<file path="config.mk">
export PLATFORM = sky130hd
export DESIGN_NAME = ram_fifo_ctrl
export DESIGN_NICKNAME = d
export VERILOG_FILES = /design/src/rtl/ram_fifo_pkg.sv /design/src/rtl/ram_fifo_ctrl.sv
export SDC_FILE = /design/constraint.sdc
export NUM_CORES = 1
export LEC_CHECK = 0
export ABC_AREA = 0
export BUFFER_PORTS_ARGS = -buffer_cell sky130_fd_sc_hd__buf_4
export CORE_MARGIN = 2
export CORE_UTILIZATION = 39
export DETAILED_ROUTE_END_ITERATION = 7
export PLACE_DENSITY = 0.73
export SETUP_SLACK_MARGIN = 0.5
export SYNTH_ARGS = -nofsm -noshare
export SYNTH_HDL_FRONTEND = slang
export SYNTH_SLANG_ARGS = --single-unit
</file>
<file path="constraint.sdc">
create_clock -name clk -period 6.3 [get_ports clk]
set_input_delay 1.89 -clock clk [delete_from_list [all_inputs] [get_ports clk]]
set_output_delay 1.89 -clock clk [all_outputs]
set_load 0.01 [all_outputs]
</file>
<file path="src/rtl/ram_fifo_pkg.sv">
// Shared types and default sizes for the RAM-backed FIFO controller.
package ram_fifo_pkg;

  localparam int DEF_DATA_W = 8;
  localparam int DEF_ADDR_W = 5;

  typedef enum logic [1:0] {
    IDLE     = 2'd0,
    RD_PEND  = 2'd1,
    OUT_FULL = 2'd2
  } fifo_state_t;

endpackage

</file>
<file path="src/rtl/ram_fifo_ctrl.sv">
// Runs a single-port RAM as a FIFO with a one-word output register.
// Reads take priority over writes on the shared RAM port.
module ram_fifo_ctrl
  import ram_fifo_pkg::*;
#(
  parameter int DATA_W = DEF_DATA_W,
  parameter int ADDR_W = DEF_ADDR_W
) (
  input  logic              clk,
  input  logic              rst,
  input  logic              in_valid,
  output logic              in_ready,
  input  logic [DATA_W-1:0] in_data,
  output logic              out_valid,
  input  logic              out_ready,
  output logic [DATA_W-1:0] out_data,
  output logic [ADDR_W:0]   level,
  output logic              full,
  output logic              empty,
  output logic [DATA_W-1:0] ram_d_in,
  output logic [ADDR_W-1:0] ram_address,
  output logic              ram_w,
  input  logic [DATA_W-1:0] ram_out
);

  localparam logic [ADDR_W:0] DEPTH = {1'b1, {ADDR_W{1'b0}}};

  fifo_state_t       state_q, state_d;
  logic [ADDR_W-1:0] wr_ptr_q, wr_ptr_d;
  logic [ADDR_W-1:0] rd_ptr_q, rd_ptr_d;
  logic [ADDR_W:0]   count_q, count_d;
  logic [DATA_W-1:0] out_data_q, out_data_d;
  logic              has_words;
  logic              rd_go;
  logic              wr_go;

  always_comb begin
    has_words = (count_q != '0);
    case (state_q)
      IDLE:     rd_go = has_words;
      OUT_FULL: rd_go = has_words && out_ready;
      default:  rd_go = 1'b0;
    endcase
    in_ready = (count_q < DEPTH) && !rd_go;
    wr_go    = in_valid && in_ready;
  end

  always_comb begin
    state_d     = state_q;
    wr_ptr_d    = wr_ptr_q;
    rd_ptr_d    = rd_ptr_q;
    count_d     = count_q;
    out_data_d  = out_data_q;
    ram_w       = 1'b0;
    ram_address = rd_ptr_q;
    ram_d_in    = in_data;

    if (rd_go) begin
      rd_ptr_d = rd_ptr_q + ADDR_W'(1);
      count_d  = count_q - (ADDR_W + 1)'(1);
    end else if (wr_go) begin
      // Reset can coincide with a handshake; keep the RAM untouched then.
      ram_w       = !rst;
      ram_address = wr_ptr_q;
      wr_ptr_d    = wr_ptr_q + ADDR_W'(1);
      count_d     = count_q + (ADDR_W + 1)'(1);
    end else begin
      ram_address = rd_ptr_q;
    end

    case (state_q)
      IDLE: begin
        if (rd_go) state_d = RD_PEND;
        else       state_d = IDLE;
      end
      RD_PEND: begin
        out_data_d = ram_out;
        state_d    = OUT_FULL;
      end
      OUT_FULL: begin
        if (rd_go)          state_d = RD_PEND;
        else if (out_ready) state_d = IDLE;
        else                state_d = OUT_FULL;
      end
      default: state_d = IDLE;
    endcase
  end

  always_ff @(posedge clk) begin
    if (rst) begin
      state_q    <= IDLE;
      wr_ptr_q   <= '0;
      rd_ptr_q   <= '0;
      count_q    <= '0;
      out_data_q <= '0;
    end else begin
      state_q    <= state_d;
      wr_ptr_q   <= wr_ptr_d;
      rd_ptr_q   <= rd_ptr_d;
      count_q    <= count_d;
      out_data_q <= out_data_d;
    end
  end

  assign out_valid = (state_q == OUT_FULL);
  assign out_data  = out_data_q;
  assign level     = count_q;
  assign full      = (count_q == DEPTH);
  assign empty     = (count_q == '0) && (state_q == IDLE);

endmodule

</file>
======== Yosys cells after proc, flatten, opt, wreduce, memory -nomap -nowiden ========
Index checks and enable logic that the tools add are counted.
storage, ports and cells
  register bits after elaboration ......... 26
  bits of input ports ..................... 20
  output and inout port bits .............. 32
  logic and storage cells ................. 36
operators by class
  add/subtract/negate cells ............... 4
  $lt $le $gt $ge ......................... 1
  eq/ne operators ......................... 3
  muxes and demuxes ....................... 11
  bitwise logic cells ..................... 1
  reductions and logical operators ........ 11
operator list
  kind                                                 count
  two-way mux 6 bit                                    2
  adder 5 x 1 -> 5 bit, second input constant          2
  two-way mux 5 bit                                    2
  adder 6 x 1 -> 6 bit, second input constant          1
  equality test 6 bit, second input constant           1
  zero test 6 bit                                      1
  less-than comparator 6 bit, second input constant    1
  one-hot mux 2 bit (3 select lines)                   1
  nonzero test 6 bit                                   1
  subtractor 6 x 1 -> 6 bit, second input constant     1
  logical AND 1 bit                                    4
  two-way mux 2 bit                                    2
  two-way mux 1 bit                                    3
  equality test 2 x 1 -> 1 bit, second input constant  1
  equality test 2 bit, second input constant           1
  zero test 1 bit                                      2
  zero test 2 bit                                      1
  one-hot mux 1 bit (2 select lines)                   1
  AND reduction 2 bit                                  1
  nonzero test 2 bit                                   1
  inverter 1 bit                                       1

======== Depth between registers and ports, before layout ========
Gate-level depths: netlist (run 1).
  word-level depth ........................ 8
  depth in mapped cells ................... 10
  gate-level depth less buffers ........... 9

======== Worst setup path before layout (run 1) ========
OpenSTA, ideal clock, no wires.
  path kind ............................... in2out
  start point ............................. in out_ready
  end point ............................... out ram_address[0]
  arrival ................................. 2832 ps
  data required time ...................... 4410 ps
  slack ................................... 1578 ps
  stages on the path ...................... 4
  path buffers ............................ 0
  cell sequence ........................... nor2b_1 nor2_2 a21oi_4 mux2_2
between the ends
  cells in the longest elaborated chain, start to end .. 7
ends and longest elaborated chain
  element                                 RTL line             text
  start: declaration                      ram_fifo_ctrl.sv:15  input logic out_ready,
  logical AND 1 bit (*)                   ram_fifo_ctrl.sv:41  OUT_FULL: rd_go = has_words && out_ready;
  one-hot mux 1 bit (2 select lines) (*)  ram_fifo_ctrl.sv:39  case (state_q)
  zero test 1 bit                         ram_fifo_ctrl.sv:44  in_ready = (count_q < DEPTH) && !rd_go;
  logical AND 1 bit                       ram_fifo_ctrl.sv:44
  logical AND 1 bit                       ram_fifo_ctrl.sv:45  wr_go = in_valid && in_ready;
  two-way mux 5 bit                       ram_fifo_ctrl.sv:61  end else if (wr_go) begin
  two-way mux 5 bit (*)                   ram_fifo_ctrl.sv:58  if (rd_go) begin
  end: declaration                        ram_fifo_ctrl.sv:21  output logic [ADDR_W-1:0] ram_address,
Mark *: on every way between the ends. The rest lies on a longest branch, timed or not.

======== Final worst setup path (run 1) ========
  start point ............................. in out_ready
  end point ............................... out ram_address[4]
The elaborated chain is that of the path after synthesis.

==> flow_metrics.env, run 1 <==
export IMPL_status="finished clean"
export IMPL_yosys_warnings=0
export IMPL_hp_start="out_data[3]"
export IMPL_multi_input_area_sq_um=717
export IMPL_hpwl_um=1960
export IMPL_syn_instance_count=158
export IMPL_r2r_start="level[1]"
export IMPL_clkTransAtPathRegs_ns=0.15
export IMPL_cts_tree="yes"
export IMPL_cts_sinks=26
export IMPL_ioPinCount=52
export IMPL_drive_gt1_share_pct=29.1
export IMPL_period_minus_slack_ns=5.03
export IMPL_portBuffers=35
export IMPL_drc_errors=0
export IMPL_grt_pass1_wl_um=4500
export IMPL_reg2regPathDepth=10
export IMPL_core_sq_um=3340
export IMPL_clockBufferDepth=2
export IMPL_synth_simple_gate_area_share_pct=23.5
export IMPL_fmax_mhz=199
export IMPL_synth_area_mux_share_pct=5.63
export IMPL_final_common_cell="buf_4"
export IMPL_antenna_cells=0
export IMPL_die_h_um=62.9
export IMPL_async_flop_share_pct=0
export IMPL_rsz0062_at_grt="false"
export IMPL_seq_area_frac_synth_pct=38.4
export IMPL_syn_num_nets=181
export IMPL_cts_setup_buffers=0
export IMPL_critPathMaxStageDelay_ns=0.37
export IMPL_post_place_cells=224
export IMPL_tightestPinTransition_ns=0.552
export IMPL_final_core_util_pct=48.7
export IMPL_crit_fanout=9
export IMPL_crit_slowest_cell="mux2_2"
export IMPL_ant_nets=0
export IMPL_fin_nets=206
export IMPL_min_path_type="flop to flop"
export IMPL_start_util_pct=40.6
export IMPL_clk_latency_ns=0.33
export IMPL_crit_top_cell="buf_4"
export IMPL_synth_distinct_cells=38
export IMPL_die_width_um=62.9
export IMPL_regArea_sq_um=520
export IMPL_grt_max_degree=28
export IMPL_grt_pass1_vias=1001
export IMPL_antenna_found_initial=0
export IMPL_crit_type="input port to output pin"
export IMPL_syn_avg_cell_area_sq_um=8.58
export IMPL_gr_total_overflow=0
export IMPL_critPathLaunchType="input port"
export IMPL_post_drt_wl_per_cell_um=11.6
export IMPL_fill_cells=335
export IMPL_drtIter0Drc=13
export IMPL_leakage_nw=0.673
export IMPL_slew_headroom_pct=63.1
export IMPL_wirelength_um=2640
export IMPL_layout_common_cells="36 x buf_4, 26 x dfxtp_1, 24 x nand2_1, 17 x nor2_1, 12 x a21oi_1"
export IMPL_cp_arrival_ns=3.14
export IMPL_cts_hold_buf=0
export IMPL_r2r_slack_ns=4.02
export IMPL_area_growth_pct=19.9
export IMPL_ys_ff_latch=26
export IMPL_reg2reg_to="level[2]"
export IMPL_ir_drop_mv=0.193
export IMPL_cts_resized=0
export IMPL_path_cells="buf_4, nor2b_1, nor2_2, a21oi_4, mux2_2, buf_4"
export IMPL_setup_viol_count_final=0
export IMPL_period_share_pct=79.8
export IMPL_dominantRegCellSynth="dfxtp_1"
export IMPL_fp_row_count=21
export IMPL_gp_congestion=0.795
export IMPL_synth_top_family_by_area="simple AND/OR/NAND/NOR gates"
export IMPL_drt_pass1_iter_count=4
export IMPL_htreeDepth=1
export IMPL_synth_edf_count=0
export IMPL_finalHoldViolations=0
export IMPL_holdPathEnd="out_data[3]"
export IMPL_synth_xor_area_share_pct=7.11
export IMPL_synth_top_area_share_pct=38.4
export IMPL_hold_depth=2
export IMPL_finClkSkew_ns=0.0129
export IMPL_numCtsBuffers=3
export IMPL_cellPowerDensity_nw_per_um2=455
export IMPL_root_buffer="clkbuf_4"
export IMPL_routed_via_density=4.82
export IMPL_synth_area_leaders="dfxtp_1 38%, nand2_1 6.6%, buf_4 5.0%"
export IMPL_vias=1100
export IMPL_cap_violations=0
export IMPL_cp_end_kind="output pin"
export IMPL_die_area_sq_um=3960
export IMPL_crit_required_ns=4.41
export IMPL_synth_top_cell_by_area="dfxtp_1"
export IMPL_setup_tns_ns=0
export IMPL_netlist_area_sq_um=1360
export IMPL_slew_viol_final=0
export IMPL_final_cells=228
export IMPL_synth_compound_area_share_pct=13.9
export IMPL_yosys_area_share_adder_pct=2.77
export IMPL_grt_usage_pct=13.9
Yosys cell counts, drive strengths merged, types with 3 or more instances:
cell    instances
dfxtp          26
nand2          25
nor2           18
a21oi          13
buf            12
xnor2           7
a211oi          5
mux2            5
nor2b           5
clkbuf          4
nand2b          4
nand4           4
xor2            4
ha              3
nor3            3
o21ai           3
cell type report:
cell class                 count  share of cell area [%]
clock inverter                 1                    1.85
inverter                       2                   0.462
timing repair buffer          36                    16.6
multi-input combinational    114                    44.1
tap                           46                    3.54
clock buffer                   3                    1.39
sequential                    26                    32.0
state kept, by name, summed over array words and instances, names as in the netlist:
register	count
out_data	8
rd_ptr_q	5
wr_ptr_q	5
level	6
state_q	2
how the worst max path moves through the flow:
stage	slack (ns)	cells after the start	endpoint	start
CTS	1.25	6	ram_address[4]	out_ready
global route	1.17	6	ram_address[0]	out_ready
global placement	1.28	6	ram_address[4]	out_ready
finish	1.27	6	ram_address[4]	out_ready
detailed placement	1.25	6	ram_address[1]	out_ready
floorplan	1.58	4	ram_address[0]	out_ready
per-stage QoR:
step | hold WS (ns) | setup WS [ns] | total power, mW | instance area [sq um]
final | 0.464 | 1.27 | 0.739 | 1630
after detailed placement | 0.447 | 1.25 | 0.631 | 1570
after floorplan | 0.464 | 1.58 | 0.533 | 1360
after global placement | 0.442 | 1.28 | 0.627 | 1570
after CTS | 0.467 | 1.25 | 0.746 | 1630
after global routing | 0.486 | 1.17 | 0.799 | 1630
logic make-up (layout without fill, tap and decap cells):
kind of cell    after synthesis  after routing
simple gates                 66             66
compound gates               27             27
flops                        26             26
buf+inv                      18             42
xor+xnor                     11             11
mux                           7              7
fa+ha+maj                     3              3
critical path: cells and delay by family:
family                 cells  cell delay, ns
AO/OA/AOI/OAI              1            0.30
buffers and inverters      2            0.25
multiplexers               1            0.37
AND/OR/NAND/NOR            2            0.31
where the power goes:
group | internal, mW | total, mW | switching [mW]
sequential | 0.204 | 0.260 | 0.0557
clock | 0.0644 | 0.116 | 0.0521
combinational | 0.177 | 0.363 | 0.185
routing by layer:
layer	wire length, um	global-route usage, %	vias to the layer above
met3	184	4.86	2
met1	1220	18.4	484
met2	1210	21.7	38
met5	0	0	-
met4	23	3.33	0
li1	-	-	576
Note: power is estimated with default switching activity, not from simulation.
==> run 2, diff against run 1 <==
==> constraint.sdc (replaced) <==
create_clock -name clk -period 5 [get_ports clk]
set_input_delay 1.5 -clock clk [delete_from_list [all_inputs] [get_ports clk]]
set_output_delay 1.5 -clock clk [all_outputs]
set_load 0.01 [all_outputs]
==> flow_metrics.env, run 2 (same netlist as run 1, synthesis figures left out) <==
export IMPL_post_drt_wl_per_cell_um=11.5
export IMPL_cts_tree="yes"
export IMPL_hpwl_um=1940
export IMPL_crit_fanout=9
export IMPL_critPathMaxStageDelay_ns=0.37
export IMPL_holdWs_ns=0.470
export IMPL_ioPinCount=52
export IMPL_antenna_found_initial=0
export IMPL_grt_pass1_wl_um=4530
export IMPL_layout_common_cells="36 x buf_4, 26 x dfxtp_1, 24 x nand2_1, 17 x nor2_1, 12 x a21oi_1"
export IMPL_cts_resized=0
export IMPL_crit_top_cell="buf_4"
export IMPL_final_core_util_pct=48.7
export IMPL_wirelength_um=2620
export IMPL_leakage_nw=0.673
export IMPL_tightestPinTransition_ns=0.551
export IMPL_area_growth_pct=19.9
export IMPL_cts_setup_buffers=0
export IMPL_core_sq_um=3340
export IMPL_crit_required_ns=3.50
export IMPL_die_h_um=62.9
export IMPL_numCtsBuffers=3
export IMPL_die_width_um=62.9
export IMPL_final_cells=228
export IMPL_die_area_sq_um=3960
export IMPL_worst_path_buf_inv=2
export IMPL_finClkSkew_ns=0.00923
export IMPL_vias=1121
export IMPL_antenna_cells=0
export IMPL_cap_violations=0
export IMPL_fin_nets=206
export IMPL_crit_slowest_cell="mux2_2"
export IMPL_drtIter0Drc=26
export IMPL_cp_end_kind="output pin"
export IMPL_grt_pass1_vias=1004
export IMPL_critPathLaunchType="input port"
export IMPL_rsz0062_at_grt="false"
export IMPL_r2r_slack_ns=2.74
export IMPL_cts_sinks=26
export IMPL_setup_viol_count_final=0
export IMPL_start_util_pct=40.6
export IMPL_root_buffer="clkbuf_4"
export IMPL_drc_errors=0
export IMPL_portBuffers=35
export IMPL_gp_congestion=0.792
export IMPL_status="finished clean"
export IMPL_path_cells="buf_4, nor2b_1, nor2_2, a21oi_4, mux2_2, buf_4"
export IMPL_cp_arrival_ns=2.76
export IMPL_power_total_mw=0.929
export IMPL_cp_top_family="multiplexers"
export IMPL_cts_hold_buf=0
export IMPL_slew_viol_final=0
export IMPL_fp_row_count=21
export IMPL_ir_drop_mv=0.278
export IMPL_clkTransAtPathRegs_ns=0.15
export IMPL_gr_total_overflow=0
export IMPL_cellPowerDensity_nw_per_um2=571
export IMPL_min_path_type="flop to flop"
export IMPL_routed_via_density=4.92
export IMPL_clk_latency_ns=0.32
export IMPL_post_place_cells=224
export IMPL_crit_type="input port to output pin"
export IMPL_period_share_pct=85.2
export IMPL_period_minus_slack_ns=4.26
export IMPL_grt_max_degree=28
export IMPL_fmax_mhz=235
export IMPL_drt_pass1_iter_count=4
export IMPL_slew_headroom_pct=63.1
export IMPL_finalHoldViolations=0
export IMPL_final_common_cell="buf_4"
export IMPL_htreeDepth=1
export IMPL_ant_nets=0
export IMPL_grt_usage_pct=13.8
export IMPL_clockBufferDepth=2
export IMPL_setup_tns_ns=0
export IMPL_largest_reg_flops=8
export IMPL_drive_gt1_share_pct=29.1
-- run 2: worst paths after layout --
path                    start             end  cells past startpoint
setup / recovery    out_ready  ram_address[1]                      6
setup reg to reg     level[1]        level[2]                     10
hold / removal    out_data[7]     out_data[7]                      2
hold reg to reg   out_data[7]     out_data[7]                      2
-- run 2: where the power goes --
| part | internal [mW] | switching (mW) |
|---|---|---|
| combinational | 0.223 | 0.234 |
| clock | 0.0811 | 0.0638 |
| sequential | 0.258 | 0.0690 |
-- run 2: tightest hold or removal path, cell delays in order, from the launching register on --
cell and delay, ns:
dfxtp_1 0.34, nand2_1 0.05, a21oi_1 0.05
-- run 2: final cells by class --
type | count | area (sq um)
inverters | 2 | 7.51
fillers | 325 | 1710
flip-flops and latches | 26 | 520
well taps | 46 | 57.6
clock buffers | 3 | 22.5
multi-input cells | 114 | 717
clock inverters | 1 | 30.0
repair buffers | 36 | 270
-- run 2: per-layer routing --
layer	wire length, um	track usage (%)	part of all wire [%]	vias up
met4	0	3.33	0	0
li1	-	-	-	577
met5	0	0	0	-
met2	1170	21.7	45	36
met1	1300	18.6	50	508
met3	152	3.96	5.8	0
-- run 2: metrics by stage --
step	cell area (sq um)	setup slack [ns]
floorplan	1360	1.06
global placement	1570	0.762
detailed placement	1570	0.727
CTS	1630	0.727
global route	1630	0.659
finish	1630	0.742
